--- src/rtl/tictactoe_board_ctrl.sv ---
// Tic-tac-toe board controller.
//
// Owns the 3x3 board. Validates and applies player/computer move strobes and
// alternates turns. After every accepted move it spends one CHECK cycle reading
// the external winner detector, then either hands the turn over or ends the game.
//
// Ports:
//   clock        system clock, rising edge
//   reset        asynchronous active-low reset
//   new_game     synchronous clear of board and FSM, overrides any strobe
//   play, pc     one-cycle move strobes (player / computer)
//   move_pos     target cell 1..9, sampled with the accepted strobe
//   winner, who  from the combinational winner detector (who: 01 player, 10 computer)
//   pos1..pos9   cell states: 00 empty, 01 player, 10 computer
//   turn         0 player to move, 1 computer to move (held through CHECK/DONE)
//   illegal_move one-cycle pulse after a rejected move by the side to move
//   game_over    high in DONE
//   result       00 in play or draw, 01 player won, 10 computer won
//   draw         high in DONE when the board filled up with no winner
//   move_count   accepted moves in this game, 0..9
module tictactoe_board_ctrl #(
  parameter bit FIRST_MOVER = 1'b0
) (
  input  logic       clock,
  input  logic       reset,
  input  logic       new_game,
  input  logic       play,
  input  logic       pc,
  input  logic [3:0] move_pos,
  input  logic       winner,
  input  logic [1:0] who,
  output logic [1:0] pos1,
  output logic [1:0] pos2,
  output logic [1:0] pos3,
  output logic [1:0] pos4,
  output logic [1:0] pos5,
  output logic [1:0] pos6,
  output logic [1:0] pos7,
  output logic [1:0] pos8,
  output logic [1:0] pos9,
  output logic       turn,
  output logic       illegal_move,
  output logic       game_over,
  output logic [1:0] result,
  output logic       draw,
  output logic [3:0] move_count
);

  typedef enum logic [1:0] {
    StPTurn,
    StCTurn,
    StCheck,
    StDone
  } state_e;

  localparam state_e     StInit     = FIRST_MOVER ? StCTurn : StPTurn;
  localparam logic [1:0] CellEmpty  = 2'b00;
  localparam logic [1:0] CellPlayer = 2'b01;
  localparam logic [1:0] CellPc     = 2'b10;
  localparam logic [1:0] CellNone   = 2'b11;

  state_e          state_q, state_d;
  logic [8:0][1:0] cells_q, cells_d;
  logic [3:0]      count_q, count_d;
  logic            last_q, last_d;      // 0 player moved last, 1 computer
  logic            illegal_q, illegal_d;
  logic [1:0]      result_q, result_d;
  logic            draw_q, draw_d;
  logic            turn_q, turn_d;

  logic [1:0]      target;
  logic            target_ok;

  // Out-of-range positions read as CellNone so they fail the empty test.
  always_comb begin
    target = CellNone;
    for (int i = 0; i < 9; i++) begin
      if (move_pos == 4'(i + 1)) begin
        target = cells_q[i];
      end
    end
  end

  assign target_ok = (target == CellEmpty);

  always_comb begin
    state_d   = state_q;
    cells_d   = cells_q;
    count_d   = count_q;
    last_d    = last_q;
    illegal_d = 1'b0;
    result_d  = result_q;
    draw_d    = draw_q;

    unique case (state_q)
      StPTurn: begin
        if (play) begin
          if (target_ok) begin
            for (int i = 0; i < 9; i++) begin
              if (move_pos == 4'(i + 1)) begin
                cells_d[i] = CellPlayer;
              end
            end
            count_d = count_q + 4'd1;
            last_d  = 1'b0;
            state_d = StCheck;
          end else begin
            illegal_d = 1'b1;
          end
        end
      end
      StCTurn: begin
        if (pc) begin
          if (target_ok) begin
            for (int i = 0; i < 9; i++) begin
              if (move_pos == 4'(i + 1)) begin
                cells_d[i] = CellPc;
              end
            end
            count_d = count_q + 4'd1;
            last_d  = 1'b1;
            state_d = StCheck;
          end else begin
            illegal_d = 1'b1;
          end
        end
      end
      StCheck: begin
        if (winner) begin
          state_d  = StDone;
          result_d = who;
          draw_d   = 1'b0;
        end else if (count_q == 4'd9) begin
          state_d  = StDone;
          result_d = 2'b00;
          draw_d   = 1'b1;
        end else begin
          state_d = last_q ? StPTurn : StCTurn;
        end
      end
      StDone: begin
        // Frozen until new_game or reset.
      end
      default: begin
        state_d = StInit;
      end
    endcase

    if (new_game) begin
      state_d   = StInit;
      cells_d   = '0;
      count_d   = 4'd0;
      last_d    = 1'b0;
      illegal_d = 1'b0;
      result_d  = 2'b00;
      draw_d    = 1'b0;
    end

    // turn follows the turn states and holds through CHECK/DONE.
    if (state_d == StCTurn) begin
      turn_d = 1'b1;
    end else if (state_d == StPTurn) begin
      turn_d = 1'b0;
    end else begin
      turn_d = turn_q;
    end
  end

  always_ff @(posedge clock or negedge reset) begin
    if (!reset) begin
      state_q   <= StInit;
      cells_q   <= '0;
      count_q   <= 4'd0;
      last_q    <= 1'b0;
      illegal_q <= 1'b0;
      result_q  <= 2'b00;
      draw_q    <= 1'b0;
      turn_q    <= FIRST_MOVER;
    end else begin
      state_q   <= state_d;
      cells_q   <= cells_d;
      count_q   <= count_d;
      last_q    <= last_d;
      illegal_q <= illegal_d;
      result_q  <= result_d;
      draw_q    <= draw_d;
      turn_q    <= turn_d;
    end
  end

  assign pos1         = cells_q[0];
  assign pos2         = cells_q[1];
  assign pos3         = cells_q[2];
  assign pos4         = cells_q[3];
  assign pos5         = cells_q[4];
  assign pos6         = cells_q[5];
  assign pos7         = cells_q[6];
  assign pos8         = cells_q[7];
  assign pos9         = cells_q[8];
  assign turn         = turn_q;
  assign illegal_move = illegal_q;
  assign game_over    = (state_q == StDone);
  assign result       = result_q;
  assign draw         = draw_q;
  assign move_count   = count_q;

endmodule

--- config.mk ---
export PLATFORM = sky130hd
export DESIGN_NAME = tictactoe_board_ctrl
export DESIGN_NICKNAME = d
export VERILOG_FILES = /design/src/rtl/tictactoe_board_ctrl.sv
export SDC_FILE = /design/constraint.sdc
export NUM_CORES = 1
export LEC_CHECK = 0
export ABC_AREA = 1
export ABC_CLOCK_PERIOD_IN_PS = 2000
export BUFFER_PORTS_ARGS = -buffer_cell sky130_fd_sc_hd__buf_4
export CORE_ASPECT_RATIO = 0.75
export CORE_UTILIZATION = 26
export DETAILED_ROUTE_END_ITERATION = 10
export GPL_TIMING_DRIVEN = 0
export SLEW_MARGIN = 10
export SYNTH_ARGS = -nofsm -noshare
export SYNTH_HDL_FRONTEND = slang
export SYNTH_SLANG_ARGS = --single-unit
--- constraint.sdc ---
create_clock -name clock -period 2 [get_ports clock]
set_clock_uncertainty 0.15 [all_clocks]
set_input_delay 0.1 -clock clock [delete_from_list [all_inputs] [get_ports clock]]
set_output_delay 0.1 -clock clock [all_outputs]
set_load 0.01 [all_outputs]
==> results.py <==
metrics = {
    "global_route": {
        "grtUsageTotal_pct": 14.0,
        "grt_max_degree": 31,
        "antenna_found_initial": 0,
        "grt_pass1_wl_mm": 7.24,
        "overflow": 0,
        "grt_pass1_vias": 1548,
    },
    "floorplanning": {
        "dieArea_sq_um": 6770,
        "initial_core_util_pct": 27.9,
        "io_pins": 40,
        "die_width_microns": 94.7,
        "coreArea_sq_um": 6010,
        "die_height_microns": 71.5,
        "fp-row-count": 24,
    },
    "final_layout": {
        "nFillCells": 639,
        "nets": 299,
        "fin_util_pct": 36.7,
        "stdcell_count": 363,
        "n_antenna_cell": 0,
        "syn2layout_area_growth_pct": 31.4,
        "drive_gt1_share_pct": 20.0,
        "final_area_sq_um": 2200,
    },
    "critical_path": {
        "cp_max_fo": 10,
        "path_class": "flop to flop",
        "end_kind": "flop",
        "worstPathArrival_ns": 1.81,
        "cp-start-kind": "flop",
        "worstPathRequired_ns": 2.01,
    },
    "power_and_ir_drop": {
        "ir_drop_v": 0.000364,
        "static-leakage-power_nw": 1.21,
        "pwr_density_cell_nw_per_um2": 915,
        "power_w": 0.00202,
    },
    "route": {
        "drtIter0Drc": 122,
        "wire_per_inst_microns": 11.8,
        "vias_per_cell": 4.52,
        "drc": 0,
        "vias": 1640,
        "ant_nets": 0,
        "dr.pass1.iters": 4,
        "drt_wl_total_mm": 4.30,
    },
    "clock_network": {
        "path_clk_slew_ns": 0.06,
        "max-clock-path-buffers": 2,
        "clkLatencyLatePin_ns": 0.28,
        "root_buffer": "clkbuf_8",
        "htreeDepth": 2,
        "cts_tree": "done",
        "clock_sinks": 30,
        "cts_buffers": 5,
    },
    "sta": {
        "rsz0062_at_grt": "no",
        "min_period_over_period_pct": 89.6,
        "slew_headroom_pct": 50.7,
        "setup_tns_ns": 0,
        "worst_pin_slew_ns": 0.736,
        "setup_viol_count_final": 0,
        "hold_viol": 0,
        "fin_crit_ns": 1.79,
        "fmaxAchievable_mhz": 558,
        "final_max_slew_viol_count": 0,
    },
    "synth": {
        "synth_seq_cells": 30,
        "ys_top_cells_by_area": "dfrtp_1, nand2_1, nand3_1",
        "yosysTopAreaCellShare_pct": 44.8,
        "syn-num-nets": 247,
        "synth_cell_types": 25,
        "synth_top_cell_by_area": "dfrtp_1",
        "synth_cells": 233,
        "ys_seq_area_share_pct": 44.8,
        "syn_avg_cell_area_sq_um": 7.19,
        "syn_area_sq_um": 1680,
        "synth_warnings": 0,
    },
    "worst_hold_path": {
        "hp-class": "input port to flop",
    },
    "placed_design": {
        "hpwl_mm": 3.16,
        "dp_cells": 350,
        "place_congestion": 0.845,
        "portBuffers": 39,
        "placed_cell_area_sq_um": 2070,
    },
    "job": {
        "maxCapViolCount": 0,
    },
    "status": {
        "status": "complete, no violations",
    },
}
==> stage by stage <==
stage	setup WS, ns	hold WS, ns
after floorplan	0.352	-0.346
after global placement	0.122	-0.0903
after detailed placement	0.119	-0.0864
after CTS	0.189	0.0593
after global routing	0.0387	0.0821
final	0.207	0.0668
==> registers in the layout (all words and copies together), names as in the netlist <==
| name | cells |
|---|---|
| draw | 1 |
| pos7 | 2 |
| result | 2 |
| pos1 | 2 |
| pos6 | 2 |
| turn | 1 |
| pos3 | 2 |
| last_q | 1 |
| pos4 | 2 |
| pos5 | 2 |
| pos9 | 2 |
| pos8 | 2 |
| pos2 | 2 |
| illegal_move | 1 |
| move_count | 4 |
| state_q | 2 |
==> cell type report <==
type	instances	area (sq um)	area share (%)
Inverter	32	125	5.68
Tap cell	78	97.6	4.43
Buffer	5	42.5	1.93
Multi-Input combinational cell	166	759	34.5
Sequential cell	30	751	34.1
Clock buffer	7	76.3	3.47
Timing Repair Buffer	45	350	15.9
==> timing repair <==
| item | 4_1_cts | 5_1_grt |
|---|---|---|
| hold endpoints to repair | 34 | 0 |
| buffers inserted | 0 | 1 |
| hold buffers | 5 | 0 |
| resized for setup | 0 | 1 |
| setup endpoints to repair | 0 | 1 |
==> final timing paths <==
path	start	to	slack, ns	cells after the start
min in group asynchronous	reset	result[1]$_DFFE_PN0P_	0.14	2
setup / recovery	pos3[1]$_DFFE_PN0P_	pos4[1]$_DFFE_PN0P_	0.21	15
setup reg to reg	pos3[1]$_DFFE_PN0P_	pos4[1]$_DFFE_PN0P_	0.21	15
hold / removal	new_game	state_q[0]$_DFF_PN0_	0.07	3
max in group asynchronous	reset	pos3[1]$_DFFE_PN0P_	1.27	2
hold reg to reg	pos1[1]$_DFFE_PN0P_	pos1[1]$_DFFE_PN0P_	0.35	2
==> cell usage after synthesis (all sizes together) <==
master,n
o21ai,9
a21oi,4
a22o,1
o31ai,1
nand2,84
dfrtp,30
a21o,1
nor2,21
or3,2
nand3,31
ha,2
inv,32
nand4,4
nand3b,1
clkbuf,1
nor3,3
xor2,2
buf,4
==> cells by family after synthesis <==
logic type,after synthesis,synth area share (%)
AOI/OAI and AO/OA,16,5.30
xor gates and xnor gates,2,1.05
adders and majority gates,2,1.49
buffers and inverters,37,10.0
DFF,30,44.8
and+or+nand+nor,146,37.3
==> layout by cell type (no fill, tap or decap) <==
master         instances
buf_4                 40
nor2_2                 2
nor2_1                19
inv_1                 28
ha_1                   2
inv_2                  3
nand3_1               31
xor2_1                 2
inv_6                  1
o31ai_1                1
dfrtp_1               30
or3_1                  2
nand4_2                1
a22o_1                 1
dlygate4sd3_1          5
a21oi_1                4
nand2_1               83
o21ai_1                5
clkbuf_8               5
nor3_1                 3
nand4_1                3
nand3b_1               1
nand2_4                1
clkbuf_1               3
buf_6                  3
buf_2                  1
a21o_1                 1
o21ai_0                4
==> critical path, stage by stage, from the launching register on <==
cell and delay (ns):
dfrtp_1 0.39, inv_1 0.06, nand2_1 0.05, nand3_1 0.07, nand2_1 0.05, inv_1 0.05
nand3_1 0.07, nand4_1 0.08, nand2_1 0.08, nand4_2 0.11, nand2_4 0.09, inv_6 0.09
buf_6 0.15, nand2_1 0.08, nand2_1 0.06, nand2_1 0.05
==> per-layer routing <==
| metal | track usage, % | part of all wire [%] |
|---|---|---|
| met3 | 3.93 | 4.9 |
| met2 | 20.0 | 42 |
| met1 | 20.5 | 53 |
| met4 | 4.38 | 0.42 |
| met5 | 0 | 0 |
==> where the power goes <==
| group | leakage, nW | internal, W | switching (W) |
|---|---|---|---|
| clock | 0.0383 | 0.000239 | 0.000219 |
| sequential | 0.400 | 0.000731 | 0.000112 |
| combinational | 0.775 | 0.000318 | 0.000396 |
| total | 1.21 | 0.00129 | 0.000728 |
(Power assumes the default switching activity.)
